<file path="src/rtl/instr_fetch_pkg.sv">
// Shared definitions for the instruction fetch unit: FSM states, PC step and
// redirect target select encodings.
package instr_fetch_pkg;

  localparam int unsigned XLEN    = 32;
  localparam int unsigned PC_STEP = 4;

  localparam logic SEL_BRANCH = 1'b0;
  localparam logic SEL_JUMP   = 1'b1;

  typedef enum logic [1:0] {
    REQ  = 2'd0,
    FULL = 2'd1,
    DROP = 2'd2
  } fetch_state_t;

endpackage

</file>
<file path="src/rtl/fetch_target_calc.sv">
// Redirect target calculation: PC-relative branch or pseudo-direct jump.
module fetch_target_calc
  import instr_fetch_pkg::*;
(
  input  logic            sel,
  input  logic [XLEN-1:0] base_pc,
  input  logic [15:0]     imm16,
  input  logic [25:0]     jidx26,
  output logic [XLEN-1:0] target_c
);

  logic [XLEN-1:0] seq_pc;
  logic [XLEN-1:0] branch_off;

  // Both targets are relative to the instruction after the redirecting one
  always_comb begin
    seq_pc     = base_pc + XLEN'(PC_STEP);
    branch_off = {{14{imm16[15]}}, imm16, 2'b00};
    target_c   = seq_pc + branch_off;
    case (sel)
      SEL_BRANCH: target_c = seq_pc + branch_off;
      SEL_JUMP:   target_c = {seq_pc[31:28], jidx26, 2'b00};
      default:    target_c = seq_pc + branch_off;
    endcase
  end

endmodule

</file>
<file path="src/rtl/instr_fetch.sv">
// Single-outstanding-request instruction fetch unit with a one-entry output
// buffer and branch/jump redirect support.
// Optional performance counters (fetch_count, stall_count) are built when
// IFETCH_PERF_CNT_EN is defined.
module instr_fetch
  import instr_fetch_pkg::*;
#(
  parameter logic [31:0] RESET_PC = 32'h0000_0000
) (
  input  logic        clk,
  input  logic        reset,
  output logic        imem_req,
  output logic [31:0] imem_addr,
  input  logic        imem_ack,
  input  logic [31:0] imem_rdata,
  output logic [31:0] instr,
  output logic [31:0] instr_pc,
  output logic        instr_valid,
`ifdef IFETCH_PERF_CNT_EN
  output logic [31:0] fetch_count,
  output logic [31:0] stall_count,
`endif
  input  logic        instr_ready,
  input  logic        redirect_valid,
  input  logic        redirect_sel,
  input  logic [31:0] redirect_base_pc,
  input  logic [15:0] redirect_imm16,
  input  logic [25:0] redirect_jidx26
);

  fetch_state_t    state;
  fetch_state_t    state_next;
  logic [XLEN-1:0] pc;
  logic [XLEN-1:0] pc_next;
  logic [XLEN-1:0] target;
  logic            load_instr;

  fetch_target_calc u_target (
    .sel      (redirect_sel),
    .base_pc  (redirect_base_pc),
    .imm16    (redirect_imm16),
    .jidx26   (redirect_jidx26),
    .target_c (target)
  );

  // Request is live in REQ and DROP; forced low while reset is asserted
  assign imem_req = !reset && (state != FULL);

  // State register
  always_ff @(posedge clk) begin
    if (reset) state <= REQ;
    else       state <= state_next;
  end

  // Next-state, next-pc and buffer-load decisions
  always_comb begin
    state_next = state;
    pc_next    = pc;
    load_instr = 1'b0;
    case (state)
      REQ: begin
        if (imem_ack) begin
          if (redirect_valid) begin
            pc_next = target;
          end else begin
            load_instr = 1'b1;
            pc_next    = pc + XLEN'(PC_STEP);
            state_next = FULL;
          end
        end else if (redirect_valid) begin
          pc_next    = target;
          state_next = DROP;
        end
      end
      FULL: begin
        if (redirect_valid) begin
          pc_next    = target;
          state_next = REQ;
        end else if (instr_ready) begin
          state_next = REQ;
        end
      end
      DROP: begin
        if (redirect_valid) pc_next = target;
        if (imem_ack)       state_next = REQ;
      end
      default: state_next = REQ;
    endcase
  end

  // PC, request address and output buffer; the address is frozen while a
  // squashed request is still waiting for its ack
  always_ff @(posedge clk) begin
    if (reset) begin
      pc          <= RESET_PC;
      imem_addr   <= RESET_PC;
      instr       <= '0;
      instr_pc    <= '0;
      instr_valid <= 1'b0;
    end else begin
      pc <= pc_next;
      if (state_next != DROP) imem_addr <= pc_next;
      if (load_instr) begin
        instr    <= imem_rdata;
        instr_pc <= imem_addr;
      end
      instr_valid <= (state_next == FULL);
    end
  end

`ifdef IFETCH_PERF_CNT_EN
  // Delivered-instruction and decode-stall counters, wrapping at 2^32
  always_ff @(posedge clk) begin
    if (reset) begin
      fetch_count <= '0;
      stall_count <= '0;
    end else if (instr_valid) begin
      if (instr_ready) fetch_count <= fetch_count + 32'd1;
      else             stall_count <= stall_count + 32'd1;
    end
  end
`endif

endmodule

</file>
<file path="config.mk">
export PLATFORM = sky130hd
export DESIGN_NAME = instr_fetch
export DESIGN_NICKNAME = d
export VERILOG_FILES = /design/src/rtl/instr_fetch_pkg.sv /design/src/rtl/fetch_target_calc.sv /design/src/rtl/instr_fetch.sv
export SDC_FILE = /design/constraint.sdc
export NUM_CORES = 1
export LEC_CHECK = 0
export CORE_UTILIZATION = 45
export CTS_BUF_LIST = sky130_fd_sc_hd__clkbuf_8
export DETAILED_ROUTE_END_ITERATION = 6
export GPL_ROUTABILITY_DRIVEN = 0
export PLACE_DENSITY_LB_ADDON = 0.25
export SYNTH_ARGS = -nofsm -noshare
export SYNTH_HDL_FRONTEND = slang
export SYNTH_SLANG_ARGS = --single-unit
</file>
<file path="constraint.sdc">
create_clock -name clk -period 4.2 [get_ports clk]
set_clock_uncertainty 0.05 [all_clocks]
set_input_delay 1.26 -clock clk [delete_from_list [all_inputs] [get_ports clk]]
set_output_delay 1.26 -clock clk [all_outputs]
set_load 0.01 [all_outputs]
</file>
== Word level (Yosys, flattened, before mapping) ==
Index checks and enable logic that the tools add are counted.

* Bits in registers: 131
* Input port bits: 112

* Add/sub/neg operators: 3
* Equal/unequal tests: 5
* Mux-type cells: 15
* Bitwise logic cells: 1
* Reduce and logical (&&, ||, !) cells: 4

{| class="wikitable"
|+ Operator list
! kind !! count
|-
| $pmux 32 s2 || 2
|-
| $mux 32 || 3
|-
| $add 32x3->32 const B || 2
|-
| $add 32x32->32 || 1
|-
| $mux 2 || 6
|-
| $pmux 2 s3 || 1
|-
| $eq 2x1->1 const B || 2
|-
| $mux 1 || 3
|-
| $eq 2x2->1 const B || 1
|-
| $logic_not 2->1 || 1
|-
| $ne 2x1->1 const B || 1
|-
| $ne 2x2->1 const B || 1
|-
| $reduce_or 2->1 || 1
|-
| $logic_and 1x1->1 || 1
|-
| $logic_not 1->1 || 1
|-
| $not 1->1 || 1
|}

== Longest topological paths before layout ==
* Word-level depth: 6
* Gate-level depth with buffers: 16
* Depth with buffers taken out: 16

== Cells and area by module ==
Synthesis repeated with hierarchy kept, for this count alone.

* Cells, all modules: 1162
* Area, all modules: 8687.1 µm²

{| class="wikitable"
|+ By module, submodules not included
! module !! times used !! cells an instance !! area each (µm²) !! sequential area each (µm²)
|-
| instr_fetch || 1 || 762 || 6043.3 || 2622.5
|-
| fetch_target_calc || 1 || 400 || 2643.8 || 0.0
|}

== Least setup slack after synthesis ==
OpenSTA, ideal clock, no wires.

* Path kind: in2reg
* Start point: input redirect_base_pc[5]
* End point: register imem_addr[22]
* Library setup time: 86 ps
* Data arrival time: 4190 ps
* Setup slack: -125 ps
* Stages: 14
* Path buffers: 0
* Cell sequence: and4_1 -> and3_1 -> nand2_1 -> nor2_1 -> nand3_1 -> xnor2_1 -> ha_1 -> a21o_1 -> a2111oi_0 -> a21oi_2 -> xnor2_1 -> a2111oi_0 -> a21oi_1 -> a211oi_1

* Cells in the longest elaborated chain, start to end: 6
* Elaborated cells on any way between the ends: 7
* Those cells by class: add/sub (2); mux (5)

{| class="wikitable"
|+ Ends and longest elaborated chain
! what !! line !! RTL
|-
| start, declared || instr_fetch.sv:26 || <nowiki>input logic [31:0] redirect_base_pc,</nowiki>
|-
| $add 32x3->32 * || fetch_target_calc.sv:17 || <nowiki>seq_pc = base_pc + XLEN'(PC_STEP);</nowiki>
|-
| $add 32x32->32 * || -- ||
|-
| $pmux 32 s2 * || fetch_target_calc.sv:20 || <nowiki>case (sel)</nowiki>
|-
| $mux 32 (on tied branches) || -- ||
|-
| $mux 32 || instr_fetch.sv:62 || <nowiki>if (imem_ack) begin</nowiki>
|-
| $pmux 32 s2 * || instr_fetch.sv:60 || <nowiki>case (state)</nowiki>
|-
| end signal, assigned || instr_fetch.sv:102 || <nowiki>if (state_next != DROP) imem_addr <= pc_next;</nowiki>
|-
| end, declared || instr_fetch.sv:13 || <nowiki>output logic [31:0] imem_addr,</nowiki>
|}

Mark *: on every way between the ends. The rest lies on a longest branch, timed or not.
A chain may end at the register's enable or synchronous reset.

== Worst setup path after layout ==
* Start point: input redirect_base_pc[21]
* End point: register imem_addr[31]

* Cells in the longest elaborated chain, start to end: 6
* Elaborated cells on any way between the ends: 7
* Those cells by class: add/sub (2); mux (5)

{| class="wikitable"
|+ Ends and longest elaborated chain
! what !! line
|-
| $add 32x3->32 * || fetch_target_calc.sv:17
|-
| $add 32x32->32 || --
|-
| $pmux 32 s2 * || fetch_target_calc.sv:20
|-
| $mux 32 (on tied branches) || --
|-
| $mux 32 || instr_fetch.sv:62
|-
| $pmux 32 s2 * || instr_fetch.sv:60
|}

Marked as above.

==> run summary <==
STATUS
--------------------------------------------------------------------------------
Outcome                                                             finished, final reports clean

CRITICAL PATH
--------------------------------------------------------------------------------
Kind of capture point of the worst setup path                          flip-flop
Crit Path Class                                                     input port to flip-flop
Longest individual stage delay on the worst path                         0.50 ns
Largest fanout on the critical path                                            3
Data arrival time of the critical path                                   4.40 ns
Origin of the worst setup path                                      redirect_base_pc[21]
R2R cell count                                                                 7
Cell-by-cell trace of the critical path                             clkdlybuf4s50_1 > buf_4 > nand3_2 > nor3_4 > xor2_1 > ha_1 > a21o_1 > a21o_1 > a221oi_2 > nand3b_1 > a221o_1 > a21oi_2 > a31oi_2 > mux2i_1 > a31o_2
Required time at the worst-slack endpoint                                4.49 ns
CP dominant cell by count                                           sky130_fd_sc_hd__a21o_1
Slack of the worst reg-to-reg path                                       0.89 ns
Startpoint of the worst-slack reg-to-reg timing path                    state[0]
Setup crit start kind                                                 input port
Cell with the largest stage delay on the worst path                 sky130_fd_sc_hd__clkdlybuf4s50_1
Destination of the worst register-to-register timing path           imem_addr[20]

LAYOUT
--------------------------------------------------------------------------------
Final standard cell count with taps included and fillers excluded           1698
Commonest cells after routing, fill and taps aside                  209 x sky130_fd_sc_hd__nand2_1, 189 x sky130_fd_sc_hd__clkdlybuf4s50_1, 167 x sky130_fd_sc_hd__buf_4, 131 x sky130_fd_sc_hd__dfxtp_1, 126 x sky130_fd_sc_hd__a21oi_1
NumNets Final                                                               1610
Layout cell share with drive strength beyond 1                             20.5%
Diodes inserted                                                                0
Fill cells                                                                  1525
Share of the core filled with cells                                        69.3%
Commonest non-fill, non-tap cell in the layout                      sky130_fd_sc_hd__nand2_1
Area Overhead vs Synth                                                     50.0%

FLOORPLANNING
--------------------------------------------------------------------------------
Starting density of the core                                               46.2%
Number of standard-cell rows in the floorplan                                 49
Area of the core                                                      0.0180 mm²
Chip Height                                                               138 µm
Die area                                                              0.0190 mm²
Width of the die                                                          138 µm
Count of pins on the block boundary                                          210

STA
--------------------------------------------------------------------------------
Setup slack after layout                                               0.0878 ns
Count of final max-slew check failures                                         0
Worst slew margin relative to its limit                                    52.0%
Period Utilization, post-route                                             97.9%
Slew at the pin closest to its max-slew limit                           0.720 ns
Min Tclk post-route                                                      4.11 ns
Final Setup Violations                                                         0
Fmax                                                                     243 MHz
Setup TNS after final layout                                                0 ns
Hold violation count in the final report                                       0

WORST HOLD PATH
--------------------------------------------------------------------------------
Worst Hold Depth                                                               2
Min-Delay Startpoint                                                instr_pc[28]
Worst Hold End                                                      instr_pc[28]
Kind of path behind the tightest hold check                         flip-flop to flip-flop

ROUTING
--------------------------------------------------------------------------------
Total number of vias                                                        9713
Number of vias per cell                                                     5.72
Final routed wirelength across all metal layers                         29100 µm
Detailed-route DRC error count                                                 0
Wire per inst                                                            17.1 µm
Drt pass-1 iters                                                               5
Iteration-0 DRC count of the detailed router                                 719
ANT nets after route                                                           0

GRT
--------------------------------------------------------------------------------
Global-route wire length before repair                                  44400 µm
Antenna violations before repair                                               0
Maximum number of pins on one net before global-route repair                  66
GRT Util Overall                                                           29.6%
Number of global-route vias before repair                                   8887
Congestion Overflow GR                                                         0

YOSYS
--------------------------------------------------------------------------------
Primary FF master, synth                                            sky130_fd_sc_hd__dfxtp_1
Async set or reset register ratio after synthesis                             0%
Synth area leaders                                                  sky130_fd_sc_hd__dfxtp_1 32%, sky130_fd_sc_hd__nand2_1 9.7%, sky130_fd_sc_hd__a21oi_1 7.9%
Synthesis Warnings                                                             0
Library cells used by synthesis                                               86
Number of instances in the synthesized netlist                              1125
Syn nets                                                                    1279
Seq/Total Area, Yosys                                                      31.5%
Number of enable-type register cells in the synthesized netlist                0
Area of the mapped netlist                                           0.00832 mm²
Fraction of synthesized cell area taken by the top area cell type          31.5%
Flip-flop and latch count after synthesis                                    131
Area leader, netlist                                                sky130_fd_sc_hd__dfxtp_1
Average cell area after synthesis                                       7.40 µm²

PWR
--------------------------------------------------------------------------------
Power density over the cells                                          312 mW/mm²
Peak supply drop                                                          243 µV
Static leakage                                                           5.07 nW

CLOCK NETWORK
--------------------------------------------------------------------------------
H-tree levels                                                                  4
Later-pin clock latency in the skew report                               0.44 ns
Cts bufs inserted                                                             17
Clk root buf                                                        sky130_fd_sc_hd__clkbuf_8
Number of sinks handled by clock tree synthesis                              131
Clock tree from TritonCTS                                                    yes
Clock-pin transition on the worst setup and hold timing paths            0.08 ns
Maximum number of buffers from clock root to sink                              2

PLACEMENT
--------------------------------------------------------------------------------
Worst Setup Slack post-DPL                                             -0.884 ns
Post-DP HPWL                                                            21000 µm
Number of buffers inserted by port buffering                                 209
Number of placed instances with taps included                               1649

RUN
--------------------------------------------------------------------------------
Total of max-cap violations                                                    0

[repair_timing]
item	in CTS	in global routing
buffers inserted	14	3
hold buffers	0	0
setup endpoints to repair	28	23
gates resized for setup	65	52
pin swaps	53	33
[sequential cells by signal (all words and copies together) (netlist names)]
signal,count
imem_addr,32
pc,32
instr_valid,1
instr_pc,32
state,2
instr,32
[synth_stat cells (all sizes together) (7+ instances only)]
master and instances:
o21ai 43, nor2 115, nand4 25, a22oi 9, nor3 23, o31ai 7
inv 22, xnor2 29, and3 17, a211oi 20, a21oi 133, xor2 20
nand3 36, ha 41, a31oi 13, and2 14, buf 20, clkbuf 47
nand2 216, o211ai 8, dfxtp 131, a21o 21
[where the power goes]
part | leakage [nW] | switching, mW | internal (mW)
combinational | 3.80 | 0.661 | 0.636
sequential | 1.07 | 0.0992 | 1.35
clock | 0.203 | 0.541 | 0.611
total | 5.07 | 1.30 | 2.60
[critical path: cells and delay by family]
family / cells / cell delay [ns]
multiplexers: 1 / 0.14
AND/OR/NAND/NOR: 3 / 0.41
AO/OA/AOI/OAI: 7 / 1.46
adder cells (fa/ha/maj): 1 / 0.30
buffers and inverters: 2 / 0.63
XOR/XNOR: 1 / 0.21
[cell type report]
class / instances / area (µm²) / share of cell area [%]
multi-input cells: 903 / 5700 / 45.7
repair buffers: 379 / 3360 / 26.9
flip-flops and latches: 131 / 2620 / 21.0
well taps: 229 / 287 / 2.29
clock buffers: 18 / 248 / 1.98
clock inverters: 14 / 178 / 1.42
inverters: 24 / 90.1 / 0.722
[layer usage]
layer	GRT usage, %	wire (µm)	vias up
li1	-	-	4687
met1	37.5	11900	4556
met2	50.1	14200	399
met3	4.57	2000	71
met4	11.8	994	0
met5	0	0	-
[metrics by stage]
stage / hold WS (ns) / total power, mW / cell area, µm²
2_1_floorplan: 0.398 / 2.08 / 8350
3_3_place_gp: 0.391 / 2.67 / 11600
4_1_cts: 0.407 / 3.88 / 12400
3_5_place_dp: 0.395 / 2.69 / 11600
6_report: 0.404 / 3.90 / 12500
5_1_grt: 0.425 / 4.09 / 12500
[cells by family after synthesis]
kind of cell,after synthesis,share of synthesized area (%)
simple gates,477,26.0
xor+xnor,49,5.16
flops,131,31.5
compound gates,329,25.8
fa+ha+maj,42,6.41
buf+inv,91,4.38
mux,6,0.752
[how the worst max path moves through the flow]
| stage | to | slack, ns |
|---|---|---|
| after global routing | imem_addr[31] | -0.06 |
| final | imem_addr[31] | 0.09 |
| after detailed placement | imem_addr[20] | -0.88 |
| after global placement | imem_addr[20] | -0.79 |
| after CTS | imem_addr[31] | 0.02 |
| after floorplan | imem_addr[22] | 0.002 |
Note: power is estimated with default switching activity, not from simulation.
